**src/rtl/gvt_arbiter_pkg.sv**
```systemverilog
// Shared swarm definitions: virtual-time word, its maximum value, default array sizing
// and the termination FSM encoding used by the GVT arbiter.
package swarm;

   localparam int N_TILES        = 1;
   localparam int LOG_GVT_PERIOD = 5;
   localparam int TS_WIDTH       = 32;
   localparam int TB_WIDTH       = 32;
   localparam int VT_WIDTH       = TS_WIDTH + TB_WIDTH;
   localparam int C_N_TILES      = 2 ** $clog2(N_TILES);

   typedef struct packed {
      logic [TS_WIDTH-1:0] ts;
      logic [TB_WIDTH-1:0] tb;
   } vt_t;

   localparam vt_t VT_MAX = '1;

   typedef enum logic [1:0] {
      TERM_RUN   = 2'd0,
      TERM_IDLE1 = 2'd1,
      TERM_DONE  = 2'd2
   } term_state_t;

endpackage

```
**src/rtl/gvt_arbiter_min_tree_stage.sv**
```systemverilog
// One registered level of the GVT min-reduction tree: pairs of inputs are reduced to
// their unsigned minimum, with a valid bit and the sample's idle flag carried alongside.
module min_tree_stage #(
   parameter int VT_W  = 64,
   parameter int N_OUT = 1
) (
   input  logic                              clk,
   input  logic                              rstn,
   input  logic [2*N_OUT-1:0][VT_W-1:0]      din,
   input  logic                              din_valid,
   input  logic                              din_idle,
   output logic [N_OUT-1:0][VT_W-1:0]        dout,
   output logic                              dout_valid,
   output logic                              dout_idle
);

   logic [N_OUT-1:0][VT_W-1:0] min_next;

   for (genvar g = 0; g < N_OUT; g++) begin : g_pair
      assign min_next[g] = (din[2*g] <= din[2*g+1]) ? din[2*g] : din[2*g+1];
   end

   always_ff @(posedge clk or negedge rstn) begin
      if (!rstn) begin
         dout       <= '1;
         dout_valid <= 1'b0;
         dout_idle  <= 1'b0;
      end else begin
         dout       <= min_next;
         dout_valid <= din_valid;
         dout_idle  <= din_idle;
      end
   end

endmodule

```
**src/rtl/gvt_arbiter.sv**
```systemverilog
// Periodically samples every tile's LVT, reduces it to a minimum through a pipelined tree,
// publishes a monotonic GVT and detects global termination after two idle periods.
module gvt_arbiter
   import swarm::*;
#(
   parameter int N_TILES        = swarm::N_TILES,
   parameter int LOG_GVT_PERIOD = swarm::LOG_GVT_PERIOD,
   parameter int TS_WIDTH       = swarm::TS_WIDTH,
   parameter int TB_WIDTH       = swarm::TB_WIDTH
) (
   input  logic                                   clk,
   input  logic                                   rstn,
   input  logic [N_TILES*(TS_WIDTH+TB_WIDTH)-1:0] lvt,
   input  logic [N_TILES-1:0]                     lvt_valid,
   input  logic                                   gvt_freeze,
   output logic [TS_WIDTH+TB_WIDTH-1:0]           gvt,
   output logic                                   gvt_valid,
   output logic                                   all_idle,
   output term_state_t                            term_state
);

   localparam int VT_W    = TS_WIDTH + TB_WIDTH;
   localparam int LOG_C   = $clog2(N_TILES);
   localparam int C_N     = 1 << LOG_C;
   localparam int N_NODES = 2 * C_N - 1;

   if ((2 ** LOG_GVT_PERIOD) <= (LOG_C + 2)) begin : g_period_check
      $error("gvt_arbiter: sampling period too short for the reduction pipeline depth");
   end

   logic [LOG_GVT_PERIOD-1:0] period_cnt;
   logic                      strobe;

   assign strobe = (period_cnt == '1) && !gvt_freeze;

   always_ff @(posedge clk or negedge rstn) begin
      if (!rstn) begin
         period_cnt <= '0;
      end else if (!gvt_freeze) begin
         period_cnt <= period_cnt + 1'b1;
      end
   end

   // Invalid tiles and pad leaves enter the tree as the maximum VT so they never win.
   logic [C_N-1:0][VT_W-1:0] leaf_next;
   logic [C_N-1:0][VT_W-1:0] samp_data;
   logic                     samp_valid;
   logic                     samp_idle;

   for (genvar t = 0; t < C_N; t++) begin : g_leaf
      if (t < N_TILES) begin : g_real
         assign leaf_next[t] = lvt_valid[t] ? lvt[t*VT_W +: VT_W] : '1;
      end else begin : g_pad
         assign leaf_next[t] = '1;
      end
   end

   always_ff @(posedge clk or negedge rstn) begin
      if (!rstn) begin
         samp_data  <= '1;
         samp_valid <= 1'b0;
         samp_idle  <= 1'b0;
      end else begin
         samp_valid <= strobe;
         if (strobe) begin
            samp_data <= leaf_next;
            samp_idle <= ~|lvt_valid;
         end
      end
   end

   // Tree nodes stored level after level: leaves first, root last.
   logic [N_NODES-1:0][VT_W-1:0] node;
   logic [LOG_C:0]               lvl_valid;
   logic [LOG_C:0]               lvl_idle;

   assign node[C_N-1:0] = samp_data;
   assign lvl_valid[0]  = samp_valid;
   assign lvl_idle[0]   = samp_idle;

   for (genvar l = 0; l < LOG_C; l++) begin : g_level
      localparam int N_IN    = C_N >> l;
      localparam int N_OUT   = C_N >> (l + 1);
      localparam int OFF_IN  = 2 * C_N - 2 * N_IN;
      localparam int OFF_OUT = 2 * C_N - 2 * N_OUT;

      min_tree_stage #(
         .VT_W  (VT_W),
         .N_OUT (N_OUT)
      ) u_stage (
         .clk        (clk),
         .rstn       (rstn),
         .din        (node[OFF_IN+N_IN-1:OFF_IN]),
         .din_valid  (lvl_valid[l]),
         .din_idle   (lvl_idle[l]),
         .dout       (node[OFF_OUT+N_OUT-1:OFF_OUT]),
         .dout_valid (lvl_valid[l+1]),
         .dout_idle  (lvl_idle[l+1])
      );
   end

   logic [VT_W-1:0] tree_min;
   logic            tree_valid;
   logic            tree_idle;

   assign tree_min   = node[N_NODES-1];
   assign tree_valid = lvl_valid[LOG_C];
   assign tree_idle  = lvl_idle[LOG_C];

   // GVT only moves forward; an all-idle minimum (VT_MAX) carries no time information.
   always_ff @(posedge clk or negedge rstn) begin
      if (!rstn) begin
         gvt       <= '0;
         gvt_valid <= 1'b0;
      end else begin
         gvt_valid <= tree_valid;
         if (tree_valid && (tree_min != '1) && (tree_min > gvt)) begin
            gvt <= tree_min;
         end
      end
   end

   always_ff @(posedge clk or negedge rstn) begin
      if (!rstn) begin
         term_state <= TERM_RUN;
         all_idle   <= 1'b0;
      end else if (tree_valid) begin
         case (term_state)
            TERM_RUN: begin
               if (tree_idle) term_state <= TERM_IDLE1;
            end
            TERM_IDLE1: begin
               if (tree_idle) begin
                  term_state <= TERM_DONE;
                  all_idle   <= 1'b1;
               end else begin
                  term_state <= TERM_RUN;
               end
            end
            TERM_DONE: begin
               term_state <= TERM_DONE;
               all_idle   <= 1'b1;
            end
            default: begin
               term_state <= TERM_RUN;
            end
         endcase
      end
   end

endmodule

```
**config.mk**
```make
export PLATFORM = sky130hd
export DESIGN_NAME = gvt_arbiter
export DESIGN_NICKNAME = d
export VERILOG_FILES = /design/src/rtl/gvt_arbiter_pkg.sv /design/src/rtl/gvt_arbiter_min_tree_stage.sv /design/src/rtl/gvt_arbiter.sv
export SDC_FILE = /design/constraint.sdc
export NUM_CORES = 1
export LEC_CHECK = 0
export CAP_MARGIN = 5
export CORE_MARGIN = 2
export CORE_UTILIZATION = 52
export CTS_BUF_LIST = sky130_fd_sc_hd__clkbuf_8
export DETAILED_ROUTE_END_ITERATION = 10
export HOLD_SLACK_MARGIN = 0.1
export PLACE_DENSITY = 0.79
export SLEW_MARGIN = 5
export SYNTH_ARGS = -nofsm -noshare
export SYNTH_HDL_FRONTEND = slang
export SYNTH_SLANG_ARGS = --single-unit
```
**constraint.sdc**
```tcl
create_clock -name clk -period 3.2 [get_ports clk]
set_input_delay 0.8 -clock clk [delete_from_list [all_inputs] [get_ports clk]]
set_output_delay 0.8 -clock clk [all_outputs]
set_load 0.01 [all_outputs]
```
==> impl_metrics.env, run 1 <==
export IMPL_status="finished, final reports clean"
export IMPL_fin_setup_tns_ns=0
export IMPL_antenna_left=0
export IMPL_antenna_found_initial=0
export IMPL_maxSlewViolCount=0
export IMPL_placementRows=44
export IMPL_fin_area_mm2=0.00959
export IMPL_numCtsBuffers=17
export IMPL_max_freq_mhz=336
export IMPL_grt_overflow=0
export IMPL_power_density_mw_per_mm2=821
export IMPL_syn_num_nets=832
export IMPL_first_global_vias=5521
export IMPL_worst_slew_pin_slew_ns=0.724
export IMPL_critPathKind="flop to flop"
export IMPL_grt_pass1_wl_mm=27.5
export IMPL_clockBufferDepth=2
export IMPL_synth_seq_cells=139
export IMPL_endpoint_kind="flop"
export IMPL_timing_final_crit_share=0.931
export IMPL_vias=5483
export IMPL_ir_drop_mv=0.443
export IMPL_arrival_ns=3.32
export IMPL_maxSlewHeadroom=0.517
export IMPL_cp_data_required_time_ns=3.54
export IMPL_clock_skew_ns=0.0105
export IMPL_grt_usage=0.222
export IMPL_avgSynthCellArea_um2=10.8
export IMPL_ys_seq_area_frac=0.472
export IMPL_path_clk_slew_ns=0.08
export IMPL_drc=0
export IMPL_fin_crit_ns=2.98
export IMPL_rsz0062_at_grt="no"
export IMPL_layout_drive_gt1_share=0.219
export IMPL_h_tree_depth=4
export IMPL_maxCapViolCount=0
export IMPL_clk_latency_ns=0.46
export IMPL_hold_viol=0
export IMPL_cts_hold_buffers=0
export IMPL_postPlaceCellArea_mm2=0.00908
export IMPL_synth_cells=698
export IMPL_synth_commonest_cells="inv_1, dfrtp_1, nor2_1, ha_1"
export IMPL_cts_sinks=139
export IMPL_dpl_worst_slack_ns=0.255
export IMPL_post_route_util=0.667
export IMPL_power_leakage_nw=4.21
export IMPL_yosysTopAreaCellShare=0.249
export IMPL_yosysWarnings=0
export IMPL_die_y_um=124
export IMPL_crit_path_start_kind="flop"
export IMPL_die_area_mm2=0.0155
export IMPL_synthTopCellsByArea="dfrtp_1, dfstp_2, mux2_4"
export IMPL_yosysMostFrequentCell="inv_1"
export IMPL_ys_flop_type="dfrtp_1"
export IMPL_core_area_mm2=0.0144
export IMPL_routed_via_density=5.30
export IMPL_cts_resized=0
export IMPL_drt_pass1_iter_count=5
export IMPL_hold_path_class="primary input to async pin"
export IMPL_drtIter0Drc=315
export IMPL_root_buffer="clkbuf_8"
export IMPL_post_cts_buffers=0
export IMPL_cp_slowest_cell="dfstp_2"
export IMPL_yosys_area_top_type="dfrtp_1"
export IMPL_post_drt_wl_per_cell_um=16.0
export IMPL_start_util=0.525
export IMPL_cts_tree="yes"
export IMPL_cp_slowest_stage_delay_ns=0.57
export IMPL_setup_viol=0
export IMPL_worst_slack_ns=0.220
export IMPL_ys_types=39
export IMPL_num_fill_cells=1061
export IMPL_place_gp_congestion=0.832
export IMPL_synth_edff_count=0
export IMPL_area_growth_pct=27.2
export IMPL_netlist_area_mm2=0.00754
export IMPL_grt_max_degree=80
export IMPL_die_w_um=124
export IMPL_finalWirelength_mm=16.5
export IMPL_dp_hpwl_mm=11.9
export IMPL_async_flop_share=1.00
export IMPL_ios=136
export IMPL_diodes=0
export IMPL_nNetsFinal=971
export IMPL_crit_chain="ha_1, a21oi_2, o21ai_1, a2111oi_2, or4b_1, a32oi_2, a21oi_4, buf_12, mux2_4"
export IMPL_io_buffers=135
export IMPL_crit_fanout=32
==> path summary, 6_finish.rpt <==
path | slack, ns | endpoint | from | depth (start not counted)
max | 0.22 | gvt[35] | node[61] | 9
min | 0.36 | term_state[0] | rstn | 1
max reg2reg | 0.22 | gvt[35] | node[61] | 9
min reg2reg | 0.46 | all_idle | all_idle | 1
max in group asynchronous | 1.98 | node[31] | rstn | 2
min in group clk | 0.46 | all_idle | all_idle | 1
==> worst max-delay path, delay by kind of cell, from the launching register on <==
kind            cells  cell delay (ns)
compound gates      5             0.93
flops               1             0.57
mux                 1             0.33
simple gates        1             0.52
fa+ha+maj           1             0.27
buf+inv             1             0.20
==> sequential cells by signal, indices dropped and copies added, names as in the netlist <==
name	flops
term_state	2
lvl_idle	1
period_cnt	5
all_idle	1
gvt	64
node	64
gvt_valid	1
lvl_valid	1
==> metal layers <==
| metal | share of wire | vias to the layer above | track usage | wire length [um] |
|---|---|---|---|---|
| li1 | - | 2681 | - | - |
| met1 | 0.45 | 2654 | 0.294 | 7510 |
| met2 | 0.48 | 118 | 0.356 | 7980 |
| met3 | 0.038 | 30 | 0.0460 | 620 |
| met4 | 0.025 | 0 | 0.0912 | 409 |
| met5 | 0 | - | 0 | 0 |
==> cell families (layout without fill, tap and decap cells) <==
logic type | count (synthesis) | in the layout | share of synthesized area
xor gates and xnor gates | 3 | 3 | 0.00349
muxes | 69 | 69 | 0.133
and+or+nand+nor | 144 | 144 | 0.0908
AOI/OAI and AO/OA | 120 | 120 | 0.100
adders and majority gates | 66 | 66 | 0.110
DFF | 139 | 139 | 0.472
buffers and inverters | 157 | 309 | 0.0911
==> layout by cell type (no fill, tap or decap), types with 2 or more instances in the layout <==
cell type	count
a211oi_1	3
a21o_1	3
a21oi_1	28
a21oi_2	2
a31oi_1	64
and4_1	2
buf_12	5
buf_4	8
bufinv_16	7
clkbuf_8	17
clkdlybuf4s50_1	133
clkinv_4	3
clkinvlp_4	4
dfrtp_1	75
dfstp_2	64
ha_1	66
inv_1	129
mux2_2	8
mux2_4	60
nand2_1	21
nand2b_1	2
nand3_1	4
nand4_1	30
nor2_1	71
nor2b_1	2
nor4_1	6
o211ai_1	4
o21ai_0	8
xnor2_1	3
==> cell type report <==
class | instances | area, um2 | area share
multi-input combinational | 402 | 3300 | 0.344
timing repair buffer | 148 | 1510 | 0.157
clock buffer | 17 | 234 | 0.0244
tap | 184 | 230 | 0.0240
inverter | 129 | 484 | 0.0505
clock inverter | 15 | 272 | 0.0283
sequential | 139 | 3560 | 0.371
==> power breakdown <==
group / internal, mW / total (mW) / switching (mW)
clock: 1.08 / 1.80 / 0.712
combinational: 1.58 / 2.96 / 1.38
sequential: 2.53 / 3.11 / 0.586
==> per-stage QoR <==
step                      cells  hold WS [ns]  power (mW)
after CTS                  1034         0.379        7.93
final                      1034         0.363        7.88
after global routing       1034         0.426        8.45
after global placement     1002         0.451        5.96
after floorplan             698         0.432        4.98
after detailed placement   1002         0.449        6.09
No activity file was read; power rests on OpenSTA's default activity.
==> run 2: changes to the inputs <==
--- a/config.mk
+++ b/config.mk
@@ -6,7 +6,6 @@
 export NUM_CORES = 1
 export LEC_CHECK = 0
 export CAP_MARGIN = 5
-export CORE_MARGIN = 2
 export CORE_UTILIZATION = 52
 export CTS_BUF_LIST = sky130_fd_sc_hd__clkbuf_8
 export DETAILED_ROUTE_END_ITERATION = 10
==> impl_metrics.env, run 2 (same netlist as run 1, synthesis figures left out) <==
export IMPL_status="finished, final reports clean"
export IMPL_layout_common_cells="clkdlybuf4s50_1, inv_1, dfrtp_1, nor2_1, ha_1"
export IMPL_ff_latch_area_mm2=0.00356
export IMPL_maxCapViolCount=0
export IMPL_post_drt_wl_per_cell_um=17.2
export IMPL_finalWirelength_mm=17.6
export IMPL_die_area_mm2=0.0150
export IMPL_antenna_left=0
export IMPL_nNetsFinal=966
export IMPL_dpl_worst_slack_ns=0.205
export IMPL_die_y_um=122
export IMPL_setup_viol=0
export IMPL_cts_hold_buffers=0
export IMPL_ios=136
export IMPL_intPower_mw=5.21
export IMPL_routed_via_density=5.51
export IMPL_area_growth_pct=26.3
export IMPL_p_switching_mw=2.74
export IMPL_clock_skew_ns=0.0114
export IMPL_fin_hold_ws_ns=0.322
export IMPL_power_total_mw=7.95
export IMPL_critPathKind="flop to flop"
export IMPL_die_w_um=122
export IMPL_drc=0
export IMPL_placementRows=43
export IMPL_power_leakage_nw=4.19
export IMPL_cts_sinks=139
export IMPL_io_buffers=135
export IMPL_combinationalPowerShare=0.382
export IMPL_rsz0062_at_grt="no"
export IMPL_diodes=0
export IMPL_arrival_ns=3.33
export IMPL_numCtsBuffers=17
export IMPL_postPlaceCellArea_mm2=0.00903
export IMPL_drt_pass1_iter_count=5
export IMPL_clockBufferDepth=2
export IMPL_cts_resized=0
export IMPL_endpoint_kind="flop"
export IMPL_fin_crit_ns=3.00
export IMPL_fin_area_mm2=0.00952
export IMPL_first_global_vias=5802
export IMPL_final_common_cell="clkdlybuf4s50_1"
export IMPL_cts_tree="yes"
export IMPL_grt_overflow=0
export IMPL_fin_cells=1025
export IMPL_grt_usage=0.249
export IMPL_root_buffer="clkbuf_8"
export IMPL_post_route_util=0.681
export IMPL_h_tree_depth=4
export IMPL_maxSlewViolCount=0
export IMPL_post_cts_buffers=0
export IMPL_antenna_found_initial=0
export IMPL_p_clk_frac=0.224
export IMPL_hold_viol=0
export IMPL_placed_cells=993
export IMPL_max_freq_mhz=333
export IMPL_drtIter0Drc=416
export IMPL_crit_fanout=40
export IMPL_p_sw_frac=0.344
export IMPL_crit_path_start_kind="flop"
export IMPL_timing_final_crit_share=0.937
export IMPL_num_fill_cells=1042
export IMPL_pwr_share_seq=0.395
export IMPL_worst_slew_pin_slew_ns=0.726
export IMPL_worst_slack_ns=0.201
export IMPL_cp_data_required_time_ns=3.54
export IMPL_reg2reg_slack_ns=0.20
export IMPL_multiInputGateArea_mm2=0.00330
export IMPL_maxSlewHeadroom=0.516
export IMPL_power_density_mw_per_mm2=835
export IMPL_grt_max_degree=94
export IMPL_fin_setup_tns_ns=0
export IMPL_clk_latency_ns=0.45
export IMPL_ir_drop_mv=0.330
export IMPL_dp_hpwl_mm=12.4
export IMPL_start_util=0.539
export IMPL_place_gp_congestion=0.876
export IMPL_core_area_mm2=0.0140
export IMPL_grt_pass1_wl_mm=28.3
export IMPL_layout_drive_gt1_share=0.213
export IMPL_vias=5646
export IMPL_path_clk_slew_ns=0.08
export IMPL_hold_path_class="primary input to async pin"
-- run 2: cell types whose count changed in the layout (fill, tap and decap cells not counted) --
| cell | previous run | this run |
|---|---|---|
| buf_12 | 5 | 4 |
| buf_4 | 8 | 4 |
| clkbuf_8 | 17 | 18 |
| clkinv_2 | 1 | 4 |
| clkinv_4 | 3 | 0 |
| clkinvlp_4 | 4 | 2 |
| inv_1 | 129 | 130 |
-- run 2: worst max-delay path: stages (launching register included) --
cell and delay [ns]:
dfstp_2 0.56, ha_1 0.28, a21oi_2 0.15, o21ai_1 0.12, a2111oi_2 0.34, or4b_1 0.52
a32oi_2 0.24, a21oi_4 0.11, buf_12 0.23, mux2_4 0.33
-- run 2: per-layer routing --
layer | global-route usage | routed length [um]
met1 | 0.304 | 7340
met2 | 0.425 | 9100
met3 | 0.0488 | 710
met4 | 0.114 | 459
met5 | 0 | 0
-- run 2: path summary, 6_finish.rpt --
| check | from | endpoint | depth (start not counted) |
|---|---|---|---|
| worst min-delay path | rstn | gvt[27] | 1 |
| max in group asynchronous | rstn | node[58] | 2 |
| worst min register to register | all_idle | all_idle | 1 |
| worst max register to register | node[61] | gvt[44] | 9 |
| min in group clk | all_idle | all_idle | 1 |
| worst max-delay path | node[61] | gvt[44] | 9 |
-- run 2: cell type report --
type / count / area share
clock inverter: 14 / 0.0261
multi-input combinational: 402 / 0.347
timing repair buffer: 143 / 0.153
sequential: 139 / 0.374
tap: 180 / 0.0236
inverter: 129 / 0.0508
clock buffer: 18 / 0.0260
-- run 2: power groups by stage --
| stage | Combinational (mW) | Clock (mW) | Sequential (mW) |
|---|---|---|---|
| 2_1_floorplan | 1.95 | 0 | 3.03 |
| 3_3_place_gp | 2.87 | 0 | 3.10 |
| 3_5_place_dp | 3.01 | 0 | 3.15 |
| 4_1_cts | 3.05 | 1.81 | 3.13 |
| 5_1_grt | 3.40 | 1.89 | 3.21 |
| 6_report | 3.03 | 1.78 | 3.14 |
